### src/rtl/cla_share_if.sv
// Request/grant and result bundle between two adder clients and the shared CLA controller.
// Requesters hold req with stable operands until their gnt pulse; results carry the owner id.
interface cla_share_if #(
    parameter int WIDTH = 16
);
    logic             req0;
    logic [WIDTH-1:0] a0;
    logic [WIDTH-1:0] b0;
    logic             cin0;
    logic             gnt0;
    logic             req1;
    logic [WIDTH-1:0] a1;
    logic [WIDTH-1:0] b1;
    logic             cin1;
    logic             gnt1;
    logic [WIDTH-1:0] s;
    logic             cout;
    logic             id;
    logic             done;
    logic             busy;

    modport master (
        output req0, a0, b0, cin0, req1, a1, b1, cin1,
        input  gnt0, gnt1, s, cout, id, done, busy
    );

    modport slave (
        input  req0, a0, b0, cin0, req1, a1, b1, cin1,
        output gnt0, gnt1, s, cout, id, done, busy
    );
endinterface

### src/rtl/cla_share_ctrl.sv
// Round-robin shares one 4-bit CLA slice between two requesters; done comes N cycles after gnt.
// No grants while RUN: a waiting requester keeps req high and is served at the next IDLE edge.
module cla_share_ctrl #(
    parameter int WIDTH = 16
) (
    input  logic        clk,
    input  logic        rst,
    cla_share_if.slave  bus
);
    localparam int N  = WIDTH / 4;
    localparam int IW = (N > 1) ? $clog2(N) : 1;
    localparam logic [WIDTH-1:0] NIB_MASK = WIDTH'(4'hF);

    typedef enum logic {IDLE, RUN} state_t;

    state_t           state_q, state_d;
    logic [WIDTH-1:0] opa_q, opa_d, opb_q, opb_d, ws_q, ws_d, s_q, s_d;
    logic [IW-1:0]    idx_q, idx_d;
    logic             carry_q, carry_d, owner_q, owner_d, lp_q, lp_d;
    logic             cout_q, cout_d, id_q, id_d, done_q, done_d;
    logic             gnt0_q, gnt0_d, gnt1_q, gnt1_d;

    logic [3:0]       na, nb, g, p, nsum;
    logic [4:0]       c;
    logic [IW+1:0]    sh;
    logic             win;

    // Flattened lookahead over the nibble selected by idx.
    always_comb begin
        sh   = {idx_q, 2'b00};
        na   = 4'(opa_q >> sh);
        nb   = 4'(opb_q >> sh);
        g    = na & nb;
        p    = na ^ nb;
        c[0] = carry_q;
        c[1] = g[0] | (p[0] & c[0]);
        c[2] = g[1] | (p[1] & g[0]) | (p[1] & p[0] & c[0]);
        c[3] = g[2] | (p[2] & g[1]) | (p[2] & p[1] & g[0]) | (p[2] & p[1] & p[0] & c[0]);
        c[4] = g[3] | (p[3] & g[2]) | (p[3] & p[2] & g[1]) | (p[3] & p[2] & p[1] & g[0])
             | (&p & c[0]);
        nsum = p ^ c[3:0];
    end

    always_comb begin
        state_d = state_q;
        opa_d   = opa_q;
        opb_d   = opb_q;
        ws_d    = ws_q;
        s_d     = s_q;
        idx_d   = idx_q;
        carry_d = carry_q;
        owner_d = owner_q;
        lp_d    = lp_q;
        cout_d  = cout_q;
        id_d    = id_q;
        done_d  = 1'b0;
        gnt0_d  = 1'b0;
        gnt1_d  = 1'b0;
        win     = 1'b0;
        case (state_q)
            IDLE: begin
                if (bus.req0 || bus.req1) begin
                    // On a tie the requester not served last wins.
                    win     = (bus.req0 && bus.req1) ? ~lp_q : bus.req1;
                    opa_d   = win ? bus.a1   : bus.a0;
                    opb_d   = win ? bus.b1   : bus.b0;
                    carry_d = win ? bus.cin1 : bus.cin0;
                    owner_d = win;
                    lp_d    = win;
                    idx_d   = '0;
                    gnt0_d  = ~win;
                    gnt1_d  = win;
                    state_d = RUN;
                end
            end
            RUN: begin
                ws_d    = (ws_q & ~(NIB_MASK << sh)) | (WIDTH'(nsum) << sh);
                carry_d = c[4];
                idx_d   = idx_q + IW'(1);
                if (idx_q == IW'(N - 1)) begin
                    s_d     = ws_d;
                    cout_d  = c[4];
                    id_d    = owner_q;
                    done_d  = 1'b1;
                    idx_d   = '0;
                    state_d = IDLE;
                end
            end
            default: state_d = IDLE;
        endcase
    end

    always_ff @(posedge clk or posedge rst) begin
        if (rst) begin
            state_q <= IDLE;
            opa_q   <= '0;
            opb_q   <= '0;
            ws_q    <= '0;
            s_q     <= '0;
            idx_q   <= '0;
            carry_q <= 1'b0;
            owner_q <= 1'b0;
            lp_q    <= 1'b1;
            cout_q  <= 1'b0;
            id_q    <= 1'b0;
            done_q  <= 1'b0;
            gnt0_q  <= 1'b0;
            gnt1_q  <= 1'b0;
        end else begin
            state_q <= state_d;
            opa_q   <= opa_d;
            opb_q   <= opb_d;
            ws_q    <= ws_d;
            s_q     <= s_d;
            idx_q   <= idx_d;
            carry_q <= carry_d;
            owner_q <= owner_d;
            lp_q    <= lp_d;
            cout_q  <= cout_d;
            id_q    <= id_d;
            done_q  <= done_d;
            gnt0_q  <= gnt0_d;
            gnt1_q  <= gnt1_d;
        end
    end

    assign bus.gnt0 = gnt0_q;
    assign bus.gnt1 = gnt1_q;
    assign bus.s    = s_q;
    assign bus.cout = cout_q;
    assign bus.id   = id_q;
    assign bus.done = done_q;
    assign bus.busy = (state_q == RUN);
endmodule
### src/flat_wrapper.sv
// flat-port wrapper written by rule: the top's interface ports become plain ports
module cla_share_ctrl_flat 
#(
    parameter int WIDTH = 16
)
  (clk, rst, bus_req0, bus_a0, bus_b0, bus_cin0, bus_req1, bus_a1, bus_b1, bus_cin1, bus_gnt0, bus_gnt1, bus_s, bus_cout, bus_id, bus_done, bus_busy);
  cla_share_if #(.WIDTH(WIDTH)) bus_i ();
  input  logic clk;
  input  logic rst;
  input wire logic [$bits(bus_i.req0)-1:0] bus_req0;
  input wire logic [$bits(bus_i.a0)-1:0] bus_a0;
  input wire logic [$bits(bus_i.b0)-1:0] bus_b0;
  input wire logic [$bits(bus_i.cin0)-1:0] bus_cin0;
  input wire logic [$bits(bus_i.req1)-1:0] bus_req1;
  input wire logic [$bits(bus_i.a1)-1:0] bus_a1;
  input wire logic [$bits(bus_i.b1)-1:0] bus_b1;
  input wire logic [$bits(bus_i.cin1)-1:0] bus_cin1;
  output wire logic [$bits(bus_i.gnt0)-1:0] bus_gnt0;
  output wire logic [$bits(bus_i.gnt1)-1:0] bus_gnt1;
  output wire logic [$bits(bus_i.s)-1:0] bus_s;
  output wire logic [$bits(bus_i.cout)-1:0] bus_cout;
  output wire logic [$bits(bus_i.id)-1:0] bus_id;
  output wire logic [$bits(bus_i.done)-1:0] bus_done;
  output wire logic [$bits(bus_i.busy)-1:0] bus_busy;
  assign bus_i.req0 = bus_req0;
  assign bus_i.a0 = bus_a0;
  assign bus_i.b0 = bus_b0;
  assign bus_i.cin0 = bus_cin0;
  assign bus_i.req1 = bus_req1;
  assign bus_i.a1 = bus_a1;
  assign bus_i.b1 = bus_b1;
  assign bus_i.cin1 = bus_cin1;
  assign bus_gnt0 = bus_i.gnt0;
  assign bus_gnt1 = bus_i.gnt1;
  assign bus_s = bus_i.s;
  assign bus_cout = bus_i.cout;
  assign bus_id = bus_i.id;
  assign bus_done = bus_i.done;
  assign bus_busy = bus_i.busy;
  cla_share_ctrl #(.WIDTH(WIDTH)) u_core (.clk(clk), .rst(rst), .bus(bus_i));
endmodule
### config.mk
export PLATFORM = sky130hd
export DESIGN_NAME = cla_share_ctrl_flat
export DESIGN_NICKNAME = d
export VERILOG_FILES = /design/src/rtl/cla_share_if.sv /design/src/rtl/cla_share_ctrl.sv /design/src/flat_wrapper.sv
export SDC_FILE = /design/constraint.sdc
export NUM_CORES = 1
export LEC_CHECK = 0
export ABC_CLOCK_PERIOD_IN_PS = 3400
export CAP_MARGIN = 20
export CORE_ASPECT_RATIO = 2
export CORE_MARGIN = 2
export CORE_UTILIZATION = 45
export CTS_BUF_LIST = sky130_fd_sc_hd__clkbuf_4 sky130_fd_sc_hd__clkbuf_8
export DETAILED_ROUTE_END_ITERATION = 8
export DONT_BUFFER_PORTS = 1
export HOLD_SLACK_MARGIN = 0.06
export RECOVER_POWER = 100
export SETUP_SLACK_MARGIN = 0.05
export SLEW_MARGIN = 10
export SYNTH_ARGS = -nofsm -noshare
export SYNTH_HDL_FRONTEND = slang
export SYNTH_SLANG_ARGS = --single-unit
### constraint.sdc
create_clock -name clk -period 3.4 [get_ports clk]
set_input_delay 0.85 -clock clk [delete_from_list [all_inputs] [get_ports clk]]
set_output_delay 0.85 -clock clk [all_outputs]
set_load 0.02 [all_outputs]
==> results of run 1 <==
-- routing by layer --
metal  GRT usage, %  up-vias  wire length [um]
met5              0        -                 0
met1          21.22     1141              2731
met2          35.41       71              4417
met4          11.40        0               294
li1               -     1140                 -
met3          5.431       24               383
-- flip-flops by register name (all words and copies together), names as in the netlist --
register         flops
u_core.bus.s        16
u_core.opa_q        16
u_core.opb_q        16
u_core.ws_q         12
u_core.idx_q         2
u_core.bus.busy      1
u_core.bus.cout      1
u_core.bus.done      1
u_core.bus.gnt0      1
u_core.bus.gnt1      1
u_core.bus.id        1
u_core.carry_q       1
u_core.lp_q          1
u_core.owner_q       1
-- final cells by class --
class                           instances  area, um2  share of cell area [%]
Sequential cell                        71       1778                   47.19
Multi-Input combinational cell        223       1622                   43.04
Clock buffer                           15      187.7                   4.982
Tap cell                               94      117.6                   3.122
Timing Repair Buffer                    8      43.79                   1.162
Inverter                                5      18.77                  0.4982
-- critical path, delay by kind of cell (launching register included) --
family	cells	cell delay [ns]
AO/OA/AOI/OAI	3	0.91
XOR/XNOR	1	0.25
adder cells (fa/ha/maj)	1	0.34
flip-flops	1	0.60
multiplexers	1	0.62
-- cell families after synthesis --
family | after synthesis | share of synthesized area, %
AND/OR/NAND/NOR | 85 | 11.37
AO/OA/AOI/OAI | 83 | 14.99
flip-flops | 71 | 50.00
multiplexers | 42 | 14.67
buffers and inverters | 26 | 4.081
adder cells (fa/ha/maj) | 10 | 3.730
XOR/XNOR | 3 | 1.161
-- worst paths after layout --
kind                                  startpoint               end  cells past startpoint
worst min-delay path            u_core.opa_q[10]  u_core.opa_q[10]                      2
min in group asynchronous                    rst   u_core.bus.done                      1
max in group asynchronous                    rst  u_core.opb_q[15]                      2
worst max-delay path             u_core.idx_q[0]    u_core.ws_q[2]                      6
worst min register to register  u_core.opa_q[10]  u_core.opa_q[10]                      2
worst max register to register   u_core.idx_q[0]    u_core.ws_q[2]                      6
-- metrics by stage --
| step | power, mW | utilization, % | hold WS, ns | cell area [um2] | std cells |
|---|---|---|---|---|---|
| after floorplan | 3.306 | - | 0.4446 | 3556 | 320 |
| after global placement | 3.789 | 47.87 | 0.4563 | 3638 | 401 |
| after detailed placement | 3.852 | 47.87 | 0.4714 | 3638 | 401 |
| after CTS | 4.501 | 50.34 | 0.4881 | 3826 | 416 |
| after global routing | 4.623 | 49.56 | 0.5059 | 3767 | 416 |
| final | 4.271 | 49.56 | 0.4783 | 3767 | 416 |
-- Yosys cell counts, types with 2 or more instances --
library cell  count
nand2_1          47
or4_1             2
buf_6             4
a21o_1            2
nand3_1           6
and2_1            2
clkbuf_1          6
a32o_1            4
buf_2             8
o21ai_2           2
a221o_1           3
o21ai_1          32
o21ai_0           8
ha_1              9
dfrtp_1          70
mux2i_1          33
inv_1             2
nor3b_1           6
a22o_1           11
nand2b_1          3
a21oi_1          14
mux4_2            8
inv_2             3
nor2_1            9
nor3_2            2
buf_4             2
nor2b_1           6
-- power groups by stage --
stage | registers [mW] | clock network, mW | logic, mW
final | 1.65 | 0.640 | 1.98
after global routing | 1.70 | 0.699 | 2.23
after CTS | 1.66 | 0.660 | 2.18
after detailed placement | 1.67 | 0 | 2.18
after global placement | 1.66 | 0 | 2.13
after floorplan | 1.54 | 0 | 1.77
==> flow_summary.toml, run 1 <==
[global_routing]
antenna_found_initial = 0
grt_pass1_wl_mm = 12.55
grt_usage_pct = 20.19
grt_overflow = 0
grt_max_degree = 68
grt_pass1_vias = 2417

[finish]
fill_cells = 711
n_antenna_cell = 0
mostFrequentLayoutCells = "70 x dfrtp_1, 47 x nand2_1, 41 x o21ai_0"
nets = 398
drive_gt1_share_pct = 11.49
synthToLayoutAreaGrowth_pct = 5.946
final_common_cell = "dfrtp_1"

[yosys]
async_flop_share_pct = 100.0
ys_top_cells_by_area = "dfrtp_1 49%, mux2i_1 9.3%, mux4_2 5.1%, nand2_1 5.0%, o21ai_1 4.5%"
seq_area_frac_synth_pct = 50.00
ys.flop_type = "dfrtp_1"
synth-edff-count = 0
yosys.area.top_type = "dfrtp_1"
ys_ff_latch = 71
synth_top_area_share_pct = 49.26
ys_types = 43
netlist_area_mm2 = 0.003556
syn_nets = 400
yosysWarnings = 0
synth_cells = 320
syn_area_per_cell_um2 = 11.11

[pwr]
ir_worst_vdd_uv = 522.4
power.share.sequential_pct = 38.6
p_comb_share_pct = 46.4
switchingPower_mw = 1.867
power_density_mw_per_mm2 = 1134
power_frac_clock_pct = 15.0
p_sw_share_pct = 43.72
p_int_mw = 2.404
p_leak_nw = 1.722

[floorplanning]
pin_count = 92
die-area_mm2 = 0.008672
start_util_pct = 46.78
dieHeight_um = 129.7
die_w_um = 66.86
fp-row-count = 45
core_mm2 = 0.007601

[drt]
vias = 2376
first_iter_violations = 124
routed_wirelength_mm = 7.827
dr.pass1.iters = 4
ant_nets = 0
via_per_inst = 5.712
wl_per_cell_um = 18.81
drc = 0

[clock_network]
cts_resized = 0
cts-root-buf = "clkbuf_8"
insertion_delay_ns = 0.36
cts_setup_buffers = 0
hold_buffers = 0
ctsLongestPathBuffers = 2
cts_htree_levels = 3
tritoncts = "done"
numCtsBuffers = 9
cts.sinks = 71
path_clk_slew_ns = 0.07

[hold_path]
hp-class = "reg -> reg"

[job]
drv_cap = 0

[sta]
period_needed_ns = 2.841
rsz0062_at_grt = "false"
worst_slew_pin_slew_ns = 1.407
setup_violations = 0
clock_skew_ns = 0.005085
setup_ws_ns = 0.5590
max_freq_ghz = 0.3520
slew_headroom_pct = 6.082
fin_setup_tns_ns = 0
finalHoldViolations = 0
period_share_pct = 83.56
slew_viol_final = 0

[placement]
place_congestion = 0.8615
place_hpwl_mm = 6.085
dp_slack_ns = 0.8087
io_buffers = 0

[outcome]
status = "complete, no violations"

[critical_path]
critPathLaunchType = "register"
cpPeakStageDelay_ns = 0.62
crit_required_ns = 3.64
end_kind = "register"
slowest_stage = "mux4_2"
worst-path-max-fanout = 8
timing.reg2reg.setup_slack_ns = 0.56
setup.worst_path.class = "reg -> reg"
path_cells = "mux4_2, ha_1, a21o_1, a21oi_1, xnor2_1, a32o_1"
arrival_ns = 3.09
(Power assumes the default switching activity.)
==> inputs of run 2 (changes only) <==
--- a/config.mk
+++ b/config.mk
@@ -5,7 +5,7 @@
 export SDC_FILE = /design/constraint.sdc
 export NUM_CORES = 1
 export LEC_CHECK = 0
-export ABC_CLOCK_PERIOD_IN_PS = 3400
+export ABC_CLOCK_PERIOD_IN_PS = 2300
 export CAP_MARGIN = 20
 export CORE_ASPECT_RATIO = 2
 export CORE_MARGIN = 2
==> constraint.sdc (replaced) <==
create_clock -name clk -period 2.3 [get_ports clk]
set_input_delay 0.575 -clock clk [delete_from_list [all_inputs] [get_ports clk]]
set_output_delay 0.575 -clock clk [all_outputs]
set_load 0.02 [all_outputs]
==> run 2 against run 1 <==
Count of clock-buffer cells in the layout fell by 2. Critical endpoint is now u_core.bus.s[11]. Critical path type unchanged. Combinational power is 110% higher. Clock skew is 0.0035 ns higher.
==> flow_summary.toml, run 2 (synthesis results as in run 1) <==
[global_routing]
grt_max_degree = 41
grt_pass1_vias = 2411
grt_pass1_wl_mm = 12.31
grt_overflow = 0
grt_usage_pct = 19.50
antenna_found_initial = 0

[finish]
seq_area_mm2 = 0.001779
fin_util_pct = 53.30
multi_input_area_mm2 = 0.001733
nets = 410
final_common_cell = "dfrtp_1"
mostFrequentLayoutCells = "69 x dfrtp_1, 47 x nand2_1, 37 x o21ai_0"
synthToLayoutAreaGrowth_pct = 13.93
fill_cells = 698
drive_gt1_share_pct = 18.51
n_antenna_cell = 0
layoutNonFillerInstCount = 429

[sta]
slew_viol_final = 0
slew_headroom_pct = 4.670
setup_ws_ns = 0.02824
worst_slew_pin_slew_ns = 1.422
clock_skew_ns = 0.008589
period_needed_ns = 2.272
finalHoldViolations = 0
period_share_pct = 98.77
rsz0062_at_grt = "true"
max_freq_ghz = 0.4402
whs_ns = 0.3010
setup_violations = 0

[drt]
first_iter_violations = 81
vias = 2444
via_per_inst = 5.697
drc = 0
routed_wirelength_mm = 7.627
ant_nets = 0
dr.pass1.iters = 4
wl_per_cell_um = 17.78

[pwr]
power_density_mw_per_mm2 = 1882
ir_worst_vdd_uv = 946.9
p_total_mw = 7.623
p_leak_nw = 1.824

[clock_network]
tritoncts = "done"
ctsLongestPathBuffers = 2
cts_htree_levels = 3
cts-root-buf = "clkbuf_8"
hold_buffers = 0
cts.sinks = 71
path_clk_slew_ns = 0.08
numCtsBuffers = 9
insertion_delay_ns = 0.35

[critical_path]
worstSetupStartpoint = "u_core.idx_q[0]"
arrival_ns = 2.51
rr_startpoint = "u_core.idx_q[0]"
critPathLaunchType = "register"
setup.worst_path.class = "reg -> reg"
crit_required_ns = 2.53
end_kind = "register"
worst-path-max-fanout = 7

[placement]
io_buffers = 0
dp.cells = 409
place_congestion = 0.8404
place_hpwl_mm = 5.658
dp_slack_ns = -0.1433

[job]
drv_cap = 0

[outcome]
status = "complete, no violations"

[floorplanning]
pin_count = 92
die-area_mm2 = 0.008672
dieHeight_um = 129.7
fp-row-count = 45
core_mm2 = 0.007601
die_w_um = 66.86
start_util_pct = 46.78

[hold_path]
hold_start = "bus_req0"
hp-class = "in -> reg"
run 2: per-stage QoR:
stage | cell area, um2 | setup TNS (ns)
2_1_floorplan | 3615 | -0.2416
3_3_place_gp | 3756 | -1.246
3_5_place_dp | 3756 | -1.588
4_1_cts | 4056 | 0
5_1_grt | 4051 | -0.4608
6_report | 4051 | 0
run 2: per-layer routing:
layer / vias to the layer above / track usage, % / wire (um)
met5: - / 0 / 0
met4: 0 / 10.32 / 276
met3: 17 / 5.000 / 355
met2: 77 / 33.18 / 4066
met1: 1179 / 21.98 / 2929
li1: 1171 / - / -
run 2: final timing paths:
| check | end | slack, ns | cells past startpoint |
|---|---|---|---|
| hold / removal | u_core.lp_q | 0.30 | 1 |
| hold reg to reg | u_core.opb_q[13] | 0.48 | 2 |
| setup / recovery | u_core.bus.s[11] | 0.03 | 7 |
| max in group asynchronous | u_core.idx_q[0] | 1.09 | 2 |
| setup reg to reg | u_core.bus.s[11] | 0.03 | 7 |
| min in group asynchronous | u_core.opb_q[3] | 0.42 | 1 |
run 2: area by class of cell:
| type | count | share of cell area, % |
|---|---|---|
| Multi-Input combinational cell | 223 | 42.77 |
| Clock buffer | 13 | 4.107 |
| Timing Repair Buffer | 20 | 4.200 |
| Clock inverter | 3 | 1.606 |
| Inverter | 5 | 0.4941 |
| Tap cell | 94 | 2.903 |
| Sequential cell | 71 | 43.92 |
run 2: what timing repair did:
action,in CTS,in global routing
setup endpoints to repair,21,21
pin swaps,14,8
setup buffers,3,1
resized for setup,7,6
run 2: power breakdown:
group / internal (mW) / switching (mW)
clock: 0.693 / 0.453
sequential: 1.84 / 0.565
combinational: 1.84 / 2.23
total: 4.38 / 3.25
run 2: critical path: stages, from the launching register on:
cell and delay, ns:
dfrtp_2 0.43, buf_6 0.13, mux4_2 0.56, ha_4 0.33, nand2_4 0.06, o21ai_4 0.20, xor2_4 0.15, a221o_1 0.31
==> inputs of run 3 (changes only) <==
--- a/config.mk
+++ b/config.mk
@@ -8,7 +8,6 @@
 export ABC_CLOCK_PERIOD_IN_PS = 2300
 export CAP_MARGIN = 20
 export CORE_ASPECT_RATIO = 2
-export CORE_MARGIN = 2
 export CORE_UTILIZATION = 45
 export CTS_BUF_LIST = sky130_fd_sc_hd__clkbuf_4 sky130_fd_sc_hd__clkbuf_8
 export DETAILED_ROUTE_END_ITERATION = 8
==> run 3 against run 2 <==
Die area down 4.5%. Critical endpoint is now u_core.bus.s[7]. Clock skew about the same. Power down 0.19%. Register-to-register slack about the same. Sequential share of layout area down 0.32 points. Core utilization up 0.40 points. First-iteration DRC count up 69%. Final cell count up 0.47%. Maximum frequency down 0.21%. Sequential cell count unchanged. Final area up 0.74%.
==> flow_summary.toml, run 3 (synthesis results as in run 1) <==
[outcome]
status = "complete, no violations"

[sta]
worst_slew_pin_slew_ns = 1.371
rsz0062_at_grt = "true"
slew_viol_final = 0
finalHoldViolations = 0
max_freq_ghz = 0.4393
period_share_pct = 98.98
slew_headroom_pct = 7.995
setup_violations = 0
period_needed_ns = 2.277
fin_setup_tns_ns = 0
clock_skew_ns = 0.008657

[clock_network]
numCtsBuffers = 9
cts.sinks = 71
hold_buffers = 0
insertion_delay_ns = 0.36
cts-root-buf = "clkbuf_8"
path_clk_slew_ns = 0.07
tritoncts = "done"
cts_htree_levels = 3
ctsLongestPathBuffers = 2

[pwr]
p_int_mw = 4.308
power_frac_clock_pct = 12.5
ir_worst_vdd_uv = 846.1
p_sw_share_pct = 43.37
switchingPower_mw = 3.300
p_comb_share_pct = 55.9
power_density_mw_per_mm2 = 1864
p_total_mw = 7.608
p_leak_nw = 1.834
power.share.sequential_pct = 31.6

[critical_path]
critPathLaunchType = "register"
timing.reg2reg.setup_slack_ns = 0.02
crit_required_ns = 2.54
rr_startpoint = "u_core.idx_q[0]"
cpPeakStageDelay_ns = 0.52
cp_top_family = "multiplexers"
worst-path-max-fanout = 7
arrival_ns = 2.52
path_cells = "buf_6, mux4_2, ha_4, nand2_4, o21ai_4, xor2_4, a221o_1"
reg2reg_to = "u_core.bus.s[7]"
end_kind = "register"
slowest_stage = "mux4_2"
setup.worst_path.class = "reg -> reg"
crit_buf_inv = 1
ff2ff_path_depth = 7

[finish]
nets = 412
final_area_mm2 = 0.004081
drive_gt1_share_pct = 20.77
n_antenna_cell = 0
mostFrequentLayoutCells = "69 x dfrtp_1, 47 x nand2_1, 33 x mux2i_1"
synthToLayoutAreaGrowth_pct = 14.78
final_common_cell = "dfrtp_1"

[floorplanning]
fp-row-count = 45
dieHeight_um = 127.7
start_util_pct = 46.78
die-area_mm2 = 0.008283
pin_count = 92
die_w_um = 64.86
core_mm2 = 0.007601

[drt]
routed_wirelength_mm = 7.561
vias = 2418
dr.pass1.iters = 4
via_per_inst = 5.610
drc = 0
first_iter_violations = 137
ant_nets = 0
wl_per_cell_um = 17.54

[global_routing]
grt_overflow = 0
grt_pass1_wl_mm = 12.39
antenna_found_initial = 0
grt_pass1_vias = 2422
grt_usage_pct = 20.55
grt_max_degree = 50

[hold_path]
hp-class = "in -> async"

[placement]
placed_cell_area_mm2 = 0.003769
place_hpwl_mm = 5.552
io_buffers = 0
place_congestion = 0.8356

[job]
drv_cap = 0
run 3: changes by cell type in the layout (fill, tap and decap cells not counted), sizes merged:
| cell | previous run | this run |
|---|---|---|
| buf | 16 | 19 |
| bufinv | 2 | 0 |
| clkbuf | 17 | 19 |
| clkinv | 1 | 0 |
run 3: cell type report:
class                   instances  area [um2]
multi-input cells             223        1769
clock buffers                  16       188.9
fillers                       710        3520
inverters                       5       20.02
flip-flops and latches         71        1779
well taps                      94       117.6
repair buffers                 22       206.4
run 3: timing repair:
action | in CTS | in global routing
setup buffers | 3 | 3
endpoints found under the setup margin | 21 | 24
pin swaps | 12 | 12
resized for setup | 10 | 11
run 3: routing by layer:
layer  track usage [%]  up-vias  wire [um]
met5                 0        -          0
li1                  -     1179          -
met2             35.54       78       4121
met1             22.22     1145       2880
met3             4.804       16        312
met4             12.03        0        246
run 3: metrics by stage:
step	cells	utilization (%)	hold WS (ns)	worst slack, ns
2_1_floorplan	320	-	0.4446	-0.07584
3_3_place_gp	409	49.58	0.4586	-0.1027
3_5_place_dp	409	49.58	0.4745	-0.1479
4_1_cts	428	53.19	0.1249	0.01190
5_1_grt	431	53.70	0.2787	-0.05947
6_report	431	53.70	0.2867	0.02349
run 3: power groups by stage:
stage / sequential (mW) / combinational [mW] / clock [mW]
after floorplan: 2.28 / 2.78 / 0
after global placement: 2.40 / 3.59 / 0
after detailed placement: 2.43 / 3.66 / 0
after CTS: 2.41 / 4.08 / 0.983
after global routing: 2.48 / 4.65 / 1.03
final: 2.41 / 4.25 / 0.951
run 3: how the worst max path moves through the flow:
| stage | cells after the start | slack, ns | startpoint | end |
|---|---|---|---|---|
| global placement | 5 | -0.10 | u_core.idx_q[0] | u_core.bus.s[9] |
| detailed placement | 5 | -0.15 | u_core.idx_q[0] | u_core.bus.s[9] |
| CTS | 7 | 0.01 | u_core.idx_q[0] | u_core.bus.s[7] |
| finish | 7 | 0.02 | u_core.idx_q[0] | u_core.bus.s[7] |
| floorplan | 9 | -0.08 | u_core.idx_q[0] | u_core.bus.s[11] |
| global route | 7 | -0.06 | u_core.idx_q[0] | u_core.bus.s[7] |
run 3: worst reg2reg max path: cells and delay by family, from the launching register on:
family | cells | cell delay (ns)
AO/OA/AOI/OAI | 2 | 0.49
XOR/XNOR | 1 | 0.14
adder cells (fa/ha/maj) | 1 | 0.36
buffers and inverters | 1 | 0.14
flip-flops | 1 | 0.44
multiplexers | 1 | 0.52
AND/OR/NAND/NOR | 1 | 0.07
